--- src/rtl/sdram_cmd_gen.sv ---
// SDRAM command generator: orders PALL/REF/MRS/ACT/PRE/READ/WRITE into the command FIFO,
// tracking open rows per bank, running power-up init and inserting auto-refresh.
package sdram_cmd_pkg;
    typedef enum logic [2:0] {
        CMD_NOP, CMD_PALL, CMD_REF, CMD_MRS, CMD_ACT, CMD_PRE, CMD_READ, CMD_WRITE
    } cmd_e;

    typedef struct packed {
        cmd_e        cmd;
        logic [1:0]  ba;
        logic [8:0]  column;
        logic [15:0] data;
    } data_t;
endpackage

module sdram_cmd_gen
    import sdram_cmd_pkg::*;
#(
    parameter int INIT_REFS = 2,
    parameter int REF_MAX   = 3
) (
    input  logic        clkSDRAM,
    input  logic        reset,
    input  logic        icnt_ovf,
    input  logic        req_valid,
    output logic        req_ready,
    input  logic        req_we,
    input  logic [23:0] req_addr,
    input  logic [15:0] req_wdata,
    input  logic [1:0]  req_id,
    input  logic        full,
    output logic        fifo_wrreq,
    output data_t       fifo_in,
    output logic        init_done
);
    typedef enum logic [3:0] {
        INIT_WAIT, I_PALL, I_REF, I_MRS, IDLE, R_PALL, R_REF, S_PRE, S_ACT, S_RW
    } state_e;

    localparam logic [1:0] REF_SAT  = 2'(REF_MAX);
    localparam logic [1:0] INIT_END = 2'(INIT_REFS - 1);

    state_e            state;
    logic [3:0]        bank_open;
    logic [3:0][12:0]  open_row;
    logic [1:0]        ref_cnt;
    logic [1:0]        init_cnt;
    logic              h_we;
    logic [1:0]        h_ba;
    logic [12:0]       h_row;
    logic [8:0]        h_col;
    logic [15:0]       h_wdata;
    logic [1:0]        h_id;

    logic       has_cmd, push, tick, ref_done;
    logic [1:0] in_ba;
    logic       row_hit;

    assign has_cmd = (state != INIT_WAIT) && (state != IDLE);
    assign push       = has_cmd & ~full;
    assign fifo_wrreq = push;
    assign req_ready  = (state == S_RW) & ~full;
    assign tick       = icnt_ovf & init_done;
    assign ref_done   = (state == R_REF) & push;
    assign in_ba      = req_addr[23:22];
    assign row_hit    = bank_open[in_ba] && (open_row[in_ba] == req_addr[21:9]);

    always_comb begin
        fifo_in = '{cmd: CMD_NOP, ba: 2'd0, column: 9'd0, data: 16'd0};
        case (state)
            I_PALL, R_PALL: fifo_in.cmd = CMD_PALL;
            I_REF, R_REF:   fifo_in.cmd = CMD_REF;
            I_MRS:          fifo_in.cmd = CMD_MRS;
            S_PRE: begin
                fifo_in.cmd = CMD_PRE;
                fifo_in.ba  = h_ba;
            end
            S_ACT: begin
                fifo_in.cmd  = CMD_ACT;
                fifo_in.ba   = h_ba;
                fifo_in.data = {3'd0, h_row};
            end
            S_RW: begin
                fifo_in.cmd    = h_we ? CMD_WRITE : CMD_READ;
                fifo_in.ba     = h_ba;
                fifo_in.column = h_col;
                fifo_in.data   = h_we ? h_wdata : {14'd0, h_id};
            end
            default: ;
        endcase
    end

    always_ff @(posedge clkSDRAM or posedge reset) begin
        if (reset) begin
            state     <= INIT_WAIT;
            bank_open <= '0;
            open_row  <= '0;
            ref_cnt   <= '0;
            init_cnt  <= '0;
            init_done <= 1'b0;
            h_we      <= 1'b0;
            h_ba      <= '0;
            h_row     <= '0;
            h_col     <= '0;
            h_wdata   <= '0;
            h_id      <= '0;
        end else begin
            // a tick landing on a REF push cancels out
            case ({tick, ref_done})
                2'b10:   if (ref_cnt != REF_SAT) ref_cnt <= ref_cnt + 2'd1;
                2'b01:   ref_cnt <= ref_cnt - 2'd1;
                default: ;
            endcase

            case (state)
                INIT_WAIT: if (icnt_ovf) state <= I_PALL;
                I_PALL: if (push) begin
                    bank_open <= '0;
                    state     <= I_REF;
                end
                I_REF: if (push) begin
                    if (init_cnt == INIT_END) begin
                        init_cnt <= '0;
                        state    <= I_MRS;
                    end else begin
                        init_cnt <= init_cnt + 2'd1;
                    end
                end
                I_MRS: if (push) begin
                    init_done <= 1'b1;
                    state     <= IDLE;
                end
                IDLE: begin
                    if (ref_cnt != 2'd0) begin
                        state <= R_PALL;
                    end else if (req_valid) begin
                        h_we    <= req_we;
                        h_ba    <= in_ba;
                        h_row   <= req_addr[21:9];
                        h_col   <= req_addr[8:0];
                        h_wdata <= req_wdata;
                        h_id    <= req_id;
                        if (row_hit)              state <= S_RW;
                        else if (bank_open[in_ba]) state <= S_PRE;
                        else                      state <= S_ACT;
                    end
                end
                R_PALL: if (push) begin
                    bank_open <= '0;
                    state     <= R_REF;
                end
                R_REF: if (push) begin
                    bank_open <= '0;
                    state     <= IDLE;
                end
                S_PRE: if (push) begin
                    bank_open[h_ba] <= 1'b0;
                    state           <= S_ACT;
                end
                S_ACT: if (push) begin
                    bank_open[h_ba] <= 1'b1;
                    open_row[h_ba]  <= h_row;
                    state           <= S_RW;
                end
                S_RW: if (push) state <= IDLE;
                default: state <= INIT_WAIT;
            endcase
        end
    end
endmodule

--- config.mk ---
export PLATFORM = sky130hd
export DESIGN_NAME = sdram_cmd_gen
export DESIGN_NICKNAME = d
export VERILOG_FILES = /design/src/rtl/sdram_cmd_gen.sv
export SDC_FILE = /design/constraint.sdc
export NUM_CORES = 1
export LEC_CHECK = 0
export BUFFER_PORTS_ARGS = -buffer_cell sky130_fd_sc_hd__buf_2
export CORE_MARGIN = 1
export CORE_UTILIZATION = 55
export CTS_CLUSTER_SIZE = 20
export DETAILED_ROUTE_END_ITERATION = 7
export PLACE_DENSITY = 0.78
export SLEW_MARGIN = 20
export SYNTH_ARGS = -nofsm -noshare
export SYNTH_HDL_FRONTEND = slang
export SYNTH_SLANG_ARGS = --single-unit
--- constraint.sdc ---
create_clock -name clkSDRAM -period 4.4 [get_ports clkSDRAM]
set_input_delay 0.88 -clock clkSDRAM [delete_from_list [all_inputs] [get_ports clkSDRAM]]
set_output_delay 0.88 -clock clkSDRAM [all_outputs]
set_load 0.005 [all_outputs]
Word-level counts from Yosys, hierarchy flattened. Cells that the tools add are included. W data, S select, Z words.

Word-level logic and storage cells: 111. Output and inout port bits: 33. Input port bits: 48. Bits in registers: 108.

Bitwise logic cells: 9. Reduce and logical (&&, ||, !) cells: 20. Eq/ne operators: 26. Magnitude comparators: 3. Add/sub/neg operators: 3. Multiplexer cells: 35.

Operator list (count): $mux W4 (15); $bwmux W52 (1); $pmux W16 S2 (1); $pmux W4 S8 (1); $bmux W13 S2 (1); $demux W13 S2 (1); $mux W13 (2); $ne A2 B2 Y1 const B (9); $pmux W3 S6 (1); $eq A4 B3 Y1 const B (4); $mux W16 (1); $eq A13 B13 Y1 (1); $pmux W4 S3 (1); $mux W9 (1); $reduce_and A9 Y1 (1); $reduce_or A3 Y1 (3); $eq A4 B2 Y1 const B (2); $eq A4 B4 Y1 const B (2); $reduce_and A2 Y1 (4); $lt A2 B3 Y1 const B (2); $mux W2 (3); $add A2 B1 Y2 const B (2); $and A1 B1 Y1 (4); $and A4 B4 Y4 (1); other kinds (23) (32).

Longest topological paths before layout.
Word-level depth: 8. Depth in mapped cells: 9. Mapped depth without buffers: 6.

Least setup slack after synthesis. OpenSTA, ideal clock, no wires.

Kind: in2reg. Start point: input port req_addr[23]. End point: register state[1]. Data arrival time: 2541 ps. Stages: 7. Data required time: 4280 ps. Path buffers: 2. Library setup time: 120 ps. Path slack: 1739 ps. Path through: clkbuf_1 clkbuf_1 mux4_2 xor2_1 nor4_1 nand3_1 a31o_1.

Cells in the longest elaborated chain, start to end: 8. Elaborated cells between the ends (all ways): 11. Classes of those cells: eq/ne (1); mux (9); reduce/logical (1).

Ends and longest elaborated chain: start, declared (line 28) `input logic [23:0] req_addr,`; $bmux W13 S2 (line 66) `assign row_hit = bank_open[in_ba] && (open_row[in_ba] == req_addr[21:9]);`; $mux W13 (not written as such) (line 66); $eq A13 B13 Y1 (line 66); $logic_and A1 B1 Y1 (line 66); $mux W4 * (line 143) `if (row_hit) state <= S_RW;`; $mux W4 * (line 136) `end else if (req_valid) begin`; $mux W4 * (line 134) `if (ref_cnt != 2'd0) begin`; $pmux W4 S8 * (line 115) `case (state)`; end signal, assigned (line 116) `INIT_WAIT: if (icnt_ovf) state <= I_PALL;`; end signal, assigned (line 135) `state <= R_PALL;`; end signal, assigned (line 143); end, declared (line 43) `state_e state;`.

Mark *: on every way between the ends. The rest lies on a longest branch, timed or not. The select of a mux whose other input is x is not followed. A chain may end at the register's enable or synchronous reset.

==> flow_metrics.py <==
metrics = {
    "status": {
        "status": "completed",
    },
    "route": {
        "avgViaCountPerCell": 5.508,
        "drt-met1-wl_mm": 5.110,
        "antenna_left": 0,
        "routed_wl_mm": 10.74,
        "wl_met3_um": 491,
        "remaining_drc_errors": 0,
        "vias": 3652,
        "drtIter0Drc": 158,
        "drtPass1Iterations": 4,
        "top_layer": "met4",
        "routed-wl-met2_mm": 4.989,
        "wl_per_cell_um": 16.20,
    },
    "critical_path": {
        "cp-end-kind": "primary output",
        "critical_path.max_fanout": 17,
        "crit_family": "flip-flops",
        "cp-start-kind": "register",
        "max_stage_delay_ps": 680,
        "required_ps": 3520,
        "crit_type": "register to primary output",
        "cp_cell_sequence": "buf_4 > and2_1 > a21oi_1 > nor2_1 > buf_2",
        "worst_ep_arrival_time_ps": 2180,
        "critPathSlowestCell": "dfrtp_1",
        "critPathBufInv": 2,
    },
    "synthesis": {
        "synth_top_area_share": 0.5158,
        "synth_cells": 463,
        "avgSynthCellArea_um2": 11.32,
        "synth_most_common_cell": "dfrtp_1",
        "synth_area_mm2": 0.005240,
        "synth_fp_nets": 511,
        "yosys-top-cells-area": "dfrtp_1, mux2_2, nand2_1",
        "yosysSeqAreaShare": 0.5158,
        "synth_area_leader_cell": "dfrtp_1",
        "synth_edf_count": 0,
        "synthArstFlopShare": 1.000,
        "synth_seq_cells": 108,
        "ys.flop_type": "dfrtp_1",
        "synth.distinct_cells": 43,
        "synth_commonest_cells": "dfrtp_1, nand2_1, mux2_2",
        "yosys_warnings": 0,
    },
    "timing": {
        "worstMarginPinSlew_ps": 868.2,
        "fmax_mhz": 326.8,
        "clock_skew_ps": 13.44,
        "setup_tns_ps": 0,
        "timing.final.crit_share": 0.6955,
        "rsz0062_at_grt": "no",
        "layout_min_cycle_time_ps": 3060,
        "hold_viol_final": 0,
        "drv_slew": 0,
        "relSlewSlack": 0.4206,
        "finalSetupViolCount": 0,
    },
    "global_routing": {
        "grt_usage": 0.2405,
        "grt_pass1_wl_mm": 18.47,
        "grt_max_degree": 70,
        "antenna_found_initial": 0,
        "overflow": 0,
        "grt_pass1_vias": 3706,
    },
    "floorplan": {
        "die_x_um": 99.61,
        "coreArea_mm2": 0.009240,
        "dieArea_mm2": 0.009921,
        "initial_core_util": 0.5671,
        "io-pin-count": 81,
        "rows": 35,
        "die_h_um": 99.61,
    },
    "clock_network": {
        "postCtsHoldBufs": 0,
        "cts_max_level": 3,
        "cts_root_buf": "clkbuf_8",
        "cts_made_buffers": 9,
        "cts_tree": "yes",
        "cts_buffer_depth": 2,
        "clock_latency_ps": 370,
        "clk_pin_slew_ps": 100,
        "cts_setup_buffers": 0,
        "cts_resized": 0,
        "clock-sinks": 108,
    },
    "pwr": {
        "leakage_nw": 3.055,
        "seqPwrFrac": 0.545,
        "pwr-share-comb": 0.217,
        "internal_power_w": 0.001615,
        "powerDensity_mw_per_mm2": 407.9,
        "finalPower_w": 0.002391,
        "switchingPower_w": 0.0007761,
        "max-vdd-ir-drop_uv": 205.5,
        "swShare": 0.3246,
        "power.share.clock": 0.238,
    },
    "hold_path": {
        "hp-class": "register to register",
    },
    "placement": {
        "placed_cell_area_mm2": 0.005677,
        "dp_hpwl_mm": 7.464,
        "portBuffers": 80,
        "place_congestion": 0.8093,
    },
    "layout": {
        "layout.nets": 577,
        "n_antenna_cell": 0,
        "final_area_mm2": 0.005862,
        "synthToLayoutAreaGrowth_pct": 11.87,
        "drive_gt1_frac": 0.3539,
    },
    "flow_run": {
        "cap_violations": 0,
    },
}
[path summary, 6_finish.rpt]
path | start | end | slack, ps | cells after the start
worst max-delay path | state[0]$_DFFE_PP0P_ | fifo_in[6] | 1340 | 5
worst min-delay path | h_col[3]$_DFFE_PP0P_ | h_col[3]$_DFFE_PP0P_ | 470 | 2
worst max register to register | state[1]$_DFFE_PP0P_ | open_row[30]$_DFFE_PP0P_ | 1490 | 5
worst min register to register | h_col[3]$_DFFE_PP0P_ | h_col[3]$_DFFE_PP0P_ | 470 | 2
max in group asynchronous | reset | h_row[12]$_DFFE_PP0P_ | 2690 | 3
min in group asynchronous | reset | h_id[1]$_DFFE_PP0P_ | 650 | 2
[layer usage]
| metal | GRT usage | vias to the layer above |
|---|---|---|
| met5 | 0 | - |
| met3 | 0.03233 | 14 |
| li1 | - | 1719 |
| met2 | 0.3729 | 107 |
| met4 | 0.07919 | 0 |
| met1 | 0.3534 | 1812 |
[cell families (layout without fill, tap and decap cells)]
group | after synthesis | count (layout) | synth area share
AOI/OAI and AO/OA | 47 | 47 | 0.05778
and+or+nand+nor | 168 | 168 | 0.1502
xor gates and xnor gates | 16 | 16 | 0.02674
muxes | 88 | 88 | 0.2128
DFF | 108 | 108 | 0.5158
buffers and inverters | 36 | 107 | 0.03677
[flip-flops by register name (all words and copies together) (netlist names)]
signal,cells
init_done,1
bank_open,4
init_cnt,2
h_id,2
ref_cnt,2
h_ba,2
h_we,1
h_col,9
h_row,13
open_row,52
h_wdata,16
state,4
[worst register-to-register path, stage by stage (launching register included)]
cell and delay (ps):
dfrtp_1 530, nor2_2 240, nand2_1 360, or3_1 530, nor2b_2 710, mux2_2 420
[power by group through the flow]
stage                     clock [W]  combinational, W  sequential, W
after floorplan                   0          0.000459        0.00123
after global placement            0          0.000502        0.00131
after detailed placement          0          0.000520        0.00132
after CTS                  0.000586          0.000522        0.00130
after global routing       0.000622          0.000586        0.00133
final                      0.000569          0.000519        0.00130
[area by class of cell]
class / instances / area (µm²)
clock buffer: 10 / 137.6
multi-input combinational: 319 / 2350
clock inverter: 6 / 47.55
sequential: 108 / 2703
fill: 749 / 3378
inverter: 6 / 25.02
timing repair buffer: 85 / 437.9
tap: 129 / 161.4
[through the flow]
stage | std cells | hold slack (ps) | util | setup slack (ps)
6_report | 663 | 474.2 | 0.6344 | 1340
5_1_grt | 663 | 500.9 | 0.6344 | 1151
4_1_cts | 663 | 478.4 | 0.6344 | 1345
3_5_place_dp | 647 | 454.2 | 0.6144 | 1340
3_3_place_gp | 647 | 448.2 | 0.6144 | 1388
2_1_floorplan | 463 | 437.4 | - | 674.4
[cell usage in the layout (no fill, tap or decap), drive strengths merged, types with 8 or more instances in the layout]
master	n
mux2i	9
inv	8
mux2	67
and2	14
buf	85
a21oi	14
xor2	10
nor2	21
nor2b	18
mux4	12
o21ai	8
dfrtp	108
clkbuf	10
nand2	90
(Power assumes the default switching activity.)
